File: src/rtl/boot_loader_ctrl_pkg.sv
// Shared types and constants for the UART boot loader sequencer.
// Optional feature macro: BOOT_CSUM_EN adds a payload XOR checksum byte.
package boot_pkg;

  localparam int MEM_SIZE_DEF     = 4 * 2048;
  localparam int TIMEOUT_CYC_DEF  = 1_000_000;
  localparam int LEN_BYTES        = 4;

  localparam logic [7:0] ON_BYTE_DEF  = 8'hAA;
  localparam logic [7:0] STP_BYTE_DEF = 8'h55;
  localparam logic [7:0] ACK_BYTE_DEF = 8'h06;
  localparam logic [7:0] NAK_BYTE_DEF = 8'h15;

  typedef enum logic [2:0] {
    ST_IDLE,
    ST_LEN,
    ST_DATA,
`ifdef BOOT_CSUM_EN
    ST_CSUM,
`endif
    ST_STOP,
    ST_RESP,
    ST_RUN
  } boot_state_e;

endpackage

File: src/rtl/boot_loader_ctrl_if.sv
// Byte-stream, transmit, RAM-write and core-control signals of the boot loader.
// master = the sequencer, slave = the surrounding system (UART, RAM, core).
interface boot_loader_ctrl_if #(
  parameter int AW = $clog2(boot_pkg::MEM_SIZE_DEF)
);
  logic [7:0]    rx_data;
  logic          rx_valid;
  logic [7:0]    tx_data;
  logic          tx_valid;
  logic          tx_ready;
  logic          mem_we;
  logic [AW-1:0] mem_addr;
  logic [31:0]   mem_wdata;
  logic          core_rstn;
  logic          boot_err;

  modport master (
    input  rx_data, rx_valid, tx_ready,
    output tx_data, tx_valid, mem_we, mem_addr, mem_wdata, core_rstn, boot_err
  );

  modport slave (
    output rx_data, rx_valid, tx_ready,
    input  tx_data, tx_valid, mem_we, mem_addr, mem_wdata, core_rstn, boot_err
  );
endinterface

File: src/rtl/boot_loader_ctrl_timeout.sv
// Inter-byte gap watchdog: reloads on every received byte, counts down while
// enabled and pulses o_tc once the gap reaches TIMEOUT_CYC cycles.
module boot_timeout_cnt #(
  parameter int TIMEOUT_CYC = boot_pkg::TIMEOUT_CYC_DEF
) (
  input  logic Clk,
  input  logic Rstn,
  input  logic i_load,
  input  logic i_en,
  output logic o_tc
);
  localparam int CW = $clog2(TIMEOUT_CYC + 1);
  localparam logic [CW-1:0] RELOAD = CW'(TIMEOUT_CYC - 1);

  logic [CW-1:0] r_cnt;

  // Reload on a byte or when outside a frame, otherwise count down to zero
  always_ff @(posedge Clk) begin
    if (!Rstn) begin
      r_cnt <= RELOAD;
    end else if (i_load || !i_en) begin
      r_cnt <= RELOAD;
    end else if (r_cnt != '0) begin
      r_cnt <= r_cnt - 1'b1;
    end
  end

  // A byte arriving in the terminal cycle wins over the timeout
  assign o_tc = i_en && !i_load && (r_cnt == '0);
endmodule

File: src/rtl/boot_loader_ctrl.sv
// UART boot loader sequencer: parses AA / len32 / payload / [csum] / 55 frames,
// writes payload words to RAM, answers ACK/NAK and then releases the core.
// Optional feature macro: BOOT_CSUM_EN (XOR checksum byte after the payload).
module boot_loader_ctrl
  import boot_pkg::*;
#(
  parameter int         MEM_SIZE    = MEM_SIZE_DEF,
  parameter logic [7:0] ON_BYTE     = ON_BYTE_DEF,
  parameter logic [7:0] STP_BYTE    = STP_BYTE_DEF,
  parameter logic [7:0] ACK_BYTE    = ACK_BYTE_DEF,
  parameter logic [7:0] NAK_BYTE    = NAK_BYTE_DEF,
  parameter int         TIMEOUT_CYC = TIMEOUT_CYC_DEF
) (
  input logic                Clk,
  input logic                Rstn,
  boot_loader_ctrl_if.master bus
);
  localparam int AW = $clog2(MEM_SIZE);

`ifdef BOOT_CSUM_EN
  localparam boot_state_e ST_AFTER_DATA = ST_CSUM;
`else
  localparam boot_state_e ST_AFTER_DATA = ST_STOP;
`endif

  boot_state_e   r_state;
  logic [1:0]    r_byteCnt;
  logic [31:0]   r_len;
  logic [31:0]   r_dataCnt;
  logic [31:0]   r_word;
  logic          r_isAck;
  logic [7:0]    r_txData;
  logic          r_txValid;
  logic          r_memWe;
  logic [AW-1:0] r_memAddr;
  logic [31:0]   r_memWdata;
  logic          r_coreRstn;
  logic          r_bootErr;
`ifdef BOOT_CSUM_EN
  logic [7:0]    r_csum;
`endif

  logic [7:0]  w_rxData;
  logic        w_rxValid;
  logic        w_txReady;
  logic [31:0] w_lenNext;
  logic [31:0] w_wordNext;
  logic        w_frameActive;
  logic        w_timeout;

  assign w_rxData   = bus.rx_data;
  assign w_rxValid  = bus.rx_valid;
  assign w_txReady  = bus.tx_ready;
  assign w_lenNext  = {w_rxData, r_len[31:8]};
  assign w_wordNext = {w_rxData, r_word[31:8]};

  assign w_frameActive = (r_state == ST_LEN) || (r_state == ST_DATA) ||
`ifdef BOOT_CSUM_EN
                         (r_state == ST_CSUM) ||
`endif
                         (r_state == ST_STOP);

  boot_timeout_cnt #(
    .TIMEOUT_CYC(TIMEOUT_CYC)
  ) u_timeout (
    .Clk   (Clk),
    .Rstn  (Rstn),
    .i_load(w_rxValid),
    .i_en  (w_frameActive),
    .o_tc  (w_timeout)
  );

  // Frame sequencer with all outputs registered
  always_ff @(posedge Clk) begin
    if (!Rstn) begin
      r_state    <= ST_IDLE;
      r_byteCnt  <= '0;
      r_len      <= '0;
      r_dataCnt  <= '0;
      r_word     <= '0;
      r_isAck    <= 1'b0;
      r_txData   <= '0;
      r_txValid  <= 1'b0;
      r_memWe    <= 1'b0;
      r_memAddr  <= '0;
      r_memWdata <= '0;
      r_coreRstn <= 1'b0;
      r_bootErr  <= 1'b0;
`ifdef BOOT_CSUM_EN
      r_csum     <= '0;
`endif
    end else begin
      r_memWe <= 1'b0;
      if (r_memWe) begin
        r_memAddr <= r_memAddr + AW'(4);
      end

      if (w_timeout) begin
        r_state   <= ST_RESP;
        r_txValid <= 1'b1;
        r_txData  <= NAK_BYTE;
        r_isAck   <= 1'b0;
      end else begin
        case (r_state)
          ST_IDLE: begin
            if (w_rxValid && (w_rxData == ON_BYTE)) begin
              r_state   <= ST_LEN;
              r_byteCnt <= '0;
              r_len     <= '0;
              r_dataCnt <= '0;
              r_memAddr <= '0;
              r_bootErr <= 1'b0;
            end
          end

          ST_LEN: begin
`ifdef BOOT_CSUM_EN
            r_csum <= '0;
`endif
            if (w_rxValid) begin
              r_len     <= w_lenNext;
              r_byteCnt <= r_byteCnt + 1'b1;
              if (r_byteCnt == 2'(LEN_BYTES - 1)) begin
                if ((w_lenNext[1:0] != 2'b00) || (w_lenNext > 32'(MEM_SIZE))) begin
                  r_state   <= ST_RESP;
                  r_txValid <= 1'b1;
                  r_txData  <= NAK_BYTE;
                  r_isAck   <= 1'b0;
                end else if (w_lenNext == '0) begin
                  r_state <= ST_AFTER_DATA;
                end else begin
                  r_state <= ST_DATA;
                end
              end
            end
          end

          ST_DATA: begin
            if (w_rxValid) begin
              r_word    <= w_wordNext;
              r_dataCnt <= r_dataCnt + 32'd1;
`ifdef BOOT_CSUM_EN
              r_csum    <= r_csum ^ w_rxData;
`endif
              if (r_dataCnt[1:0] == 2'd3) begin
                r_memWe    <= 1'b1;
                r_memWdata <= w_wordNext;
              end
              if ((r_dataCnt + 32'd1) == r_len) begin
                r_state <= ST_AFTER_DATA;
              end
            end
          end

`ifdef BOOT_CSUM_EN
          ST_CSUM: begin
            if (w_rxValid) begin
              if (w_rxData == r_csum) begin
                r_state <= ST_STOP;
              end else begin
                r_state   <= ST_RESP;
                r_txValid <= 1'b1;
                r_txData  <= NAK_BYTE;
                r_isAck   <= 1'b0;
              end
            end
          end
`endif

          ST_STOP: begin
            if (w_rxValid) begin
              r_state   <= ST_RESP;
              r_txValid <= 1'b1;
              if (w_rxData == STP_BYTE) begin
                r_txData <= ACK_BYTE;
                r_isAck  <= 1'b1;
              end else begin
                r_txData <= NAK_BYTE;
                r_isAck  <= 1'b0;
              end
            end
          end

          ST_RESP: begin
            if (r_txValid && w_txReady) begin
              r_txValid <= 1'b0;
              if (r_isAck) begin
                r_state    <= ST_RUN;
                r_coreRstn <= 1'b1;
              end else begin
                r_state   <= ST_IDLE;
                r_bootErr <= 1'b1;
              end
            end
          end

          ST_RUN: begin
            r_coreRstn <= 1'b1;
          end

          default: begin
            r_state <= ST_IDLE;
          end
        endcase
      end
    end
  end

  assign bus.tx_data   = r_txData;
  assign bus.tx_valid  = r_txValid;
  assign bus.mem_we    = r_memWe;
  assign bus.mem_addr  = r_memAddr;
  assign bus.mem_wdata = r_memWdata;
  assign bus.core_rstn = r_coreRstn;
  assign bus.boot_err  = r_bootErr;
endmodule

File: src/flat_wrapper.sv
// flat-port wrapper written by rule: the top's interface ports become plain ports
module boot_loader_ctrl_flat import boot_pkg::*;
#(
  parameter int         MEM_SIZE    = MEM_SIZE_DEF,
  parameter logic [7:0] ON_BYTE     = ON_BYTE_DEF,
  parameter logic [7:0] STP_BYTE    = STP_BYTE_DEF,
  parameter logic [7:0] ACK_BYTE    = ACK_BYTE_DEF,
  parameter logic [7:0] NAK_BYTE    = NAK_BYTE_DEF,
  parameter int         TIMEOUT_CYC = TIMEOUT_CYC_DEF
)
  (Clk, Rstn, bus_rx_data, bus_rx_valid, bus_tx_ready, bus_tx_data, bus_tx_valid, bus_mem_we, bus_mem_addr, bus_mem_wdata, bus_core_rstn, bus_boot_err);
  boot_loader_ctrl_if #(.AW(($clog2((MEM_SIZE_DEF))))) bus_i ();
  input logic Clk;
  input logic Rstn;
  input wire logic [$bits(bus_i.rx_data)-1:0] bus_rx_data;
  input wire logic [$bits(bus_i.rx_valid)-1:0] bus_rx_valid;
  input wire logic [$bits(bus_i.tx_ready)-1:0] bus_tx_ready;
  output wire logic [$bits(bus_i.tx_data)-1:0] bus_tx_data;
  output wire logic [$bits(bus_i.tx_valid)-1:0] bus_tx_valid;
  output wire logic [$bits(bus_i.mem_we)-1:0] bus_mem_we;
  output wire logic [$bits(bus_i.mem_addr)-1:0] bus_mem_addr;
  output wire logic [$bits(bus_i.mem_wdata)-1:0] bus_mem_wdata;
  output wire logic [$bits(bus_i.core_rstn)-1:0] bus_core_rstn;
  output wire logic [$bits(bus_i.boot_err)-1:0] bus_boot_err;
  assign bus_i.rx_data = bus_rx_data;
  assign bus_i.rx_valid = bus_rx_valid;
  assign bus_i.tx_ready = bus_tx_ready;
  assign bus_tx_data = bus_i.tx_data;
  assign bus_tx_valid = bus_i.tx_valid;
  assign bus_mem_we = bus_i.mem_we;
  assign bus_mem_addr = bus_i.mem_addr;
  assign bus_mem_wdata = bus_i.mem_wdata;
  assign bus_core_rstn = bus_i.core_rstn;
  assign bus_boot_err = bus_i.boot_err;
  boot_loader_ctrl #(.MEM_SIZE(MEM_SIZE), .ON_BYTE(ON_BYTE), .STP_BYTE(STP_BYTE), .ACK_BYTE(ACK_BYTE), .NAK_BYTE(NAK_BYTE), .TIMEOUT_CYC(TIMEOUT_CYC)) u_core (.Clk(Clk), .Rstn(Rstn), .bus(bus_i));
endmodule
File: config.mk
export PLATFORM = sky130hd
export DESIGN_NAME = boot_loader_ctrl_flat
export DESIGN_NICKNAME = d
export VERILOG_FILES = /design/src/rtl/boot_loader_ctrl_pkg.sv /design/src/rtl/boot_loader_ctrl_if.sv /design/src/rtl/boot_loader_ctrl_timeout.sv /design/src/rtl/boot_loader_ctrl.sv /design/src/flat_wrapper.sv
export SDC_FILE = /design/constraint.sdc
export NUM_CORES = 1
export LEC_CHECK = 0
export CORE_MARGIN = 4
export CORE_UTILIZATION = 50
export CTS_BUF_LIST = sky130_fd_sc_hd__clkbuf_8
export CTS_CLUSTER_DIAMETER = 30
export DETAILED_ROUTE_END_ITERATION = 7
export PLACE_DENSITY = 0.7
export REMOVE_ABC_BUFFERS = 1
export SLEW_MARGIN = 5
export SYNTH_ARGS = -nofsm -noshare
export SYNTH_HDL_FRONTEND = slang
export SYNTH_SLANG_ARGS = --single-unit
File: constraint.sdc
create_clock -name Clk -period 7.65 [get_ports Clk]
set_clock_uncertainty 0.15 [all_clocks]
set_input_delay 2.295 -clock Clk [delete_from_list [all_inputs] [get_ports Clk]]
set_output_delay 2.295 -clock Clk [all_outputs]
set_load 0.05 [all_outputs]
==> results of run 1 <==
## final timing paths
path	slack, ps	startpoint	end
hold reg to reg	320	u_core.bus.mem_wdata[25]$_SDFFE_PN0P_	u_core.bus.mem_wdata[25]$_SDFFE_PN0P_
setup reg to reg	4000	u_core.r_dataCnt[0]$_SDFFE_PN0P_	u_core.r_state[2]$_SDFFE_PN0P_
hold / removal	320	u_core.bus.mem_wdata[25]$_SDFFE_PN0P_	u_core.bus.mem_wdata[25]$_SDFFE_PN0P_
setup / recovery	2720	bus_rx_data[2]	u_core.r_len[3]$_SDFFE_PN0P_
## report_power, final
part           switching, W  internal [W]
clock network      0.000351      0.000232
registers         0.0000191      0.000854
logic              0.000105     0.0000537
total              0.000475       0.00114
## sequential cells by signal (all words and copies together) (netlist names), 2 cells and up
register / flops
u_core.r_byteCnt: 2
u_core.r_len: 32
u_core.bus.tx_data: 3
u_core.u_timeout.r_cnt: 20
u_core.bus.mem_wdata: 32
u_core.bus.mem_addr: 11
u_core.r_dataCnt: 32
u_core.r_state: 3
u_core.r_word: 24
## routing by layer
metal / vias up / share of wire
met1: 3545 / 0.46
met2: 213 / 0.46
met5: - / 0
met3: 27 / 0.059
met4: 0 / 0.015
li1: 3705 / -
## cells by family (layout without fill, tap and decap cells)
family / after synthesis / after routing / share of synthesized area
adders and majority gates: 4 / 4 / 0.00602
AOI/OAI and AO/OA: 232 / 232 / 0.189
and+or+nand+nor: 494 / 494 / 0.300
DFF: 163 / 163 / 0.393
xor gates and xnor gates: 59 / 59 / 0.0622
muxes: 2 / 2 / 0.00241
other: 1 / 6 / 0.000451
buffers and inverters: 94 / 115 / 0.0477
## synthesized netlist by cell type, types with 6 or more instances
cell type  count  share of area
a31oi_1       12         0.0090
o21ai_0       46          0.028
nand3_1       63          0.038
nand3b_1       6         0.0054
a21boi_0     100          0.090
a21oi_1       32          0.019
nor2_1        58          0.026
inv_1         12         0.0054
or4_1         11         0.0099
xor2_1        21          0.022
and4_1         6         0.0063
and2_1         8         0.0060
nor4_1        18          0.014
clkbuf_1      66          0.030
xnor2_1       38          0.040
or3_1         10         0.0075
and3_1        11         0.0083
nand2_1      204          0.092
nor2b_1       20          0.015
nand4_1       21          0.016
nor3_1        33          0.020
dfxtp_1      163           0.39
buf_4         10         0.0090
## critical path, delay by kind of cell
family | cells | cell delay, ps
AND/OR/NAND/NOR | 4 | 1620
buffers and inverters | 2 | 880
AO/OA/AOI/OAI | 2 | 370
## area by class of cell
type,instances,area (µm²)
clock buffer,17,234
sequential,163,3260
inverter,12,45.0
tap,216,270
multi-input combinational,797,4690
fill,1535,6800
clock inverter,14,120
timing repair buffer,72,693
## metrics by stage
stage	util	instances	hold WS, ps	worst slack, ps	total power [W]
detailed placement	0.556	1260	309	2300	0.00105
CTS	0.578	1291	322	2750	0.00162
global placement	0.556	1260	301	2390	0.00105
floorplan	-	972	291	2230	0.000990
global route	0.578	1291	331	2440	0.00168
finish	0.578	1291	318	2720	0.00162
==> impl_metrics.toml, run 1 <==
[layout]
num_antenna_cells = 0
design_area_um2 = 9310
drive_gt1_frac = 0.0633
layout_commonest_cell = "nand2_1"
areaGrowthSynthToFinish_pct = 12.0
mostFrequentLayoutCells = "nand2_1 (204), dfxtp_1 (163), a21boi_0 (100), nand3_1 (62), clkdlybuf4s50_1 (61)"
fin_nets = 1079

[yosys]
synth-seq-cells = 163
synthArstFlopShare = 0
synth_flop_cell = "dfxtp_1"
ys_seq_area_frac = 0.393
synthDistinctLibCells = 63
synthCells = 1049
synth_area_um2 = 8310
yosysWarnings = 0
synth_edf_count = 0
avgSynthCellArea_um2 = 7.92

[routing]
drc = 0
wire_per_inst_um = 16.2
drtIter0Drc = 746
firstDrtPassIters = 5
avgViaCountPerCell = 5.80
drt-total-wl_um = 20900
vias = 7490
drtAntennaViolNets = 0

[clock_network]
clockBufferDepth = 2
cts_setup_buffers = 0
cts_tree = "yes"
postCtsHoldBufs = 0
root_buffer = "clkbuf_8"
cts_sinks = 163
cts_resized = 0
numCtsBuffers = 17
clkLatencyLatePin_ps = 470
clk_pin_slew_ps = 100
htreeDepth = 4

[die]
coreArea_um2 = 16100
rows = 46
die_w_um = 137
io_pins = 69
start_util = 0.516
die_h_um = 137
dieArea_um2 = 18800

[power_and_ir_drop]
vdd_drop_max_mv = 0.132
cellLeakagePower_nw = 2.95
powerDensity_nw_per_um2 = 173

[timing]
tightest_slew_ps = 1040
fin_tns_setup_ps = 0
finalCriticalPeriod_ps = 4930
grt_setup_unrepaired = "no"
setup_violations = 0
max_freq_mhz = 203
final-hold-violation-count = 0
slew_headroom = 0.305
finalCritPeriodShare = 0.645
finalMaxSlewViolations = 0

[worst_setup_path]
critPathCaptureType = "register"
path_cells = "clkdlybuf4s50_1 -> or4_1 -> nor2_1 -> o21ai_0 -> nor3_2 -> buf_4 -> nand3_1 -> a21boi_0"
critical_path_required_ps = 7890
critPathSlowestCell = "nor3_2"
critPathLaunchType = "primary input"
slowest_delay_ps = 670
rr_worst_depth = 9
criticalPathCategory = "in -> reg"
worst-path-max-fanout = 20
crit_arrival_ps = 5170

[placement]
place_area_um2 = 8960
hpwl_um = 13900
gp_congestion = 0.914
io_buffer_count = 62

[global_routing]
top_usage_layer = "met2"
first_global_vias = 6800
grt_use_met3 = 0.0456
grt_max_degree = 111
grtUsageTotal = 0.228
met1_usage = 0.307
antenna_found_initial = 0
grt_pass1_wl_um = 34600
grt_use_met2 = 0.372
overflow = 0

[run]
maxCapViolCount = 0

[status]
status = "completed"

[worst_hold_path]
hold_path_depth = 2
hp-class = "reg -> reg"
No activity file was read; power rests on OpenSTA's default activity.
==> run 2: changes to the inputs <==
--- a/config.mk
+++ b/config.mk
@@ -10,7 +10,7 @@
 export CTS_BUF_LIST = sky130_fd_sc_hd__clkbuf_8
 export CTS_CLUSTER_DIAMETER = 30
 export DETAILED_ROUTE_END_ITERATION = 7
-export PLACE_DENSITY = 0.7
+export PLACE_DENSITY = 0.73
 export REMOVE_ABC_BUFFERS = 1
 export SLEW_MARGIN = 5
 export SYNTH_ARGS = -nofsm -noshare
==> constraint.sdc (replaced) <==
create_clock -name Clk -period 4.4 [get_ports Clk]
set_clock_uncertainty 0.15 [all_clocks]
set_input_delay 1.32 -clock Clk [delete_from_list [all_inputs] [get_ports Clk]]
set_output_delay 1.32 -clock Clk [all_outputs]
set_load 0.05 [all_outputs]
==> run 2 against run 1 <==
Net effect:
- non-clock buffer count up 9
- hold slack worse by 2.6 ps
- total power up 85%
- global-route usage down 0.11 points
- setup slack worse by 2000 ps
==> impl_metrics.toml, run 2 (synthesis gave the netlist of run 1 again) <==
[timing]
finalCriticalPeriod_ps = 3640
grt_setup_unrepaired = "no"
slew_headroom = 0.552
max_freq_mhz = 275
final-hold-violation-count = 0
finalMaxSlewViolations = 0
finalCritPeriodShare = 0.827
tightest_slew_ps = 666
setup_violations = 0

[layout]
mostFrequentLayoutCells = "nand2_1 (204), dfxtp_1 (163), a21boi_0 (100), nand3_1 (62), clkdlybuf4s50_1 (61)"
nFillCells = 1474
final_cell_count_no_fill = 1301
num_antenna_cells = 0
fin_nets = 1088
drive_gt1_frac = 0.0728
layout_commonest_cell = "nand2_1"
fin_util = 0.589
areaGrowthSynthToFinish_pct = 14.1

[die]
coreArea_um2 = 16100
io_pins = 69
dieArea_um2 = 18800
start_util = 0.516
die_h_um = 137
die_w_um = 137
rows = 46

[worst_setup_path]
critPathLaunchType = "primary input"
regToRegStartpoint = "u_core.r_dataCnt[0]$_SDFFE_PN0P_"
crit_arrival_ps = 3890
worst-path-max-fanout = 3
critical_path_required_ps = 4650
criticalPathCategory = "in -> reg"
critPathCaptureType = "register"
startpoint = "bus_rx_data[0]"

[clock_network]
htreeDepth = 4
numCtsBuffers = 17
cts_tree = "yes"
cts_sinks = 163
cts_resized = 0
clk_pin_slew_ps = 100
root_buffer = "clkbuf_8"
postCtsHoldBufs = 0
clkLatencyLatePin_ps = 470
clockBufferDepth = 2
cts_setup_buffers = 0

[status]
status = "completed"

[run]
maxCapViolCount = 0

[global_routing]
antenna_found_initial = 0
grt_pass1_wl_um = 34500
grt_max_degree = 129
grtUsageTotal = 0.227
first_global_vias = 6720
overflow = 0

[placement]
hpwl_um = 13900
gp_congestion = 0.934
dp_cells = 1269
io_buffer_count = 62

[routing]
wire_per_inst_um = 16.0
drtIter0Drc = 714
drtAntennaViolNets = 0
firstDrtPassIters = 5
avgViaCountPerCell = 5.72
drt-total-wl_um = 20900
drc = 0
vias = 7437

[power_and_ir_drop]
cellLeakagePower_nw = 3.05
powerDensity_nw_per_um2 = 315
vdd_drop_max_mv = 0.202

[worst_hold_path]
hp-start = "u_core.bus.mem_wdata[0]$_SDFFE_PN0P_"
hp-class = "reg -> reg"
## run 2: final cells by class
cell class                      count  area (µm²)  area share
Multi-Input combinational cell    797        4690       0.494
Sequential cell                   163        3260       0.344
Timing Repair Buffer               81         786      0.0828
Tap cell                          216         270      0.0285
Clock buffer                       18         248      0.0261
Clock inverter                     14         186      0.0197
Inverter                           12        45.0     0.00475
## run 2: worst max-delay path, cell delays in order
cell and delay, ps:
clkdlybuf4s50_1 410, or4_1 570, or4_1 420, a2111o_1 390, or4b_2 640, o22ai_1 140
## run 2: worst paths after layout
| path | endpoint | slack [ps] | depth (start not counted) |
|---|---|---|---|
| setup / recovery | u_core.r_state[1]$_SDFFE_PP0P_ | 760 | 6 |
| hold reg to reg | u_core.bus.mem_wdata[0]$_SDFFE_PN0P_ | 320 | 2 |
| setup reg to reg | u_core.r_state[2]$_SDFFE_PN0P_ | 770 | 9 |
| hold / removal | u_core.bus.mem_wdata[0]$_SDFFE_PN0P_ | 320 | 2 |
## run 2: layer usage
| layer | wire length, µm | vias to the layer above | part of all wire | track usage |
|---|---|---|---|---|
| met5 | 0 | - | 0 | 0 |
| met4 | 476 | 0 | 0.023 | 0.0776 |
| met3 | 1190 | 40 | 0.057 | 0.0426 |
| met2 | 9630 | 219 | 0.46 | 0.367 |
| met1 | 9570 | 3469 | 0.46 | 0.306 |
| li1 | - | 3709 | - | - |
## run 2: power breakdown
part | leakage [nW] | switching, W | internal (W)
sequential | 1.31 | 0.0000194 | 0.00149
combinational | 1.51 | 0.000198 | 0.000101
clock | 0.224 | 0.000634 | 0.000554
total | 3.05 | 0.000852 | 0.00214
## run 2: stage by stage
step | TNS [ps] | instance area [µm²] | total power [W] | hold WS (ps) | worst slack, ps
after floorplan | -1520 | 7980 | 0.00172 | 291 | -46.2
after global placement | 0 | 9050 | 0.00184 | 299 | 299
final | 0 | 9490 | 0.00299 | 316 | 761
after detailed placement | 0 | 9050 | 0.00183 | 305 | 269
after CTS | 0 | 9490 | 0.00301 | 318 | 768
after global routing | 0 | 9490 | 0.00311 | 336 | 538
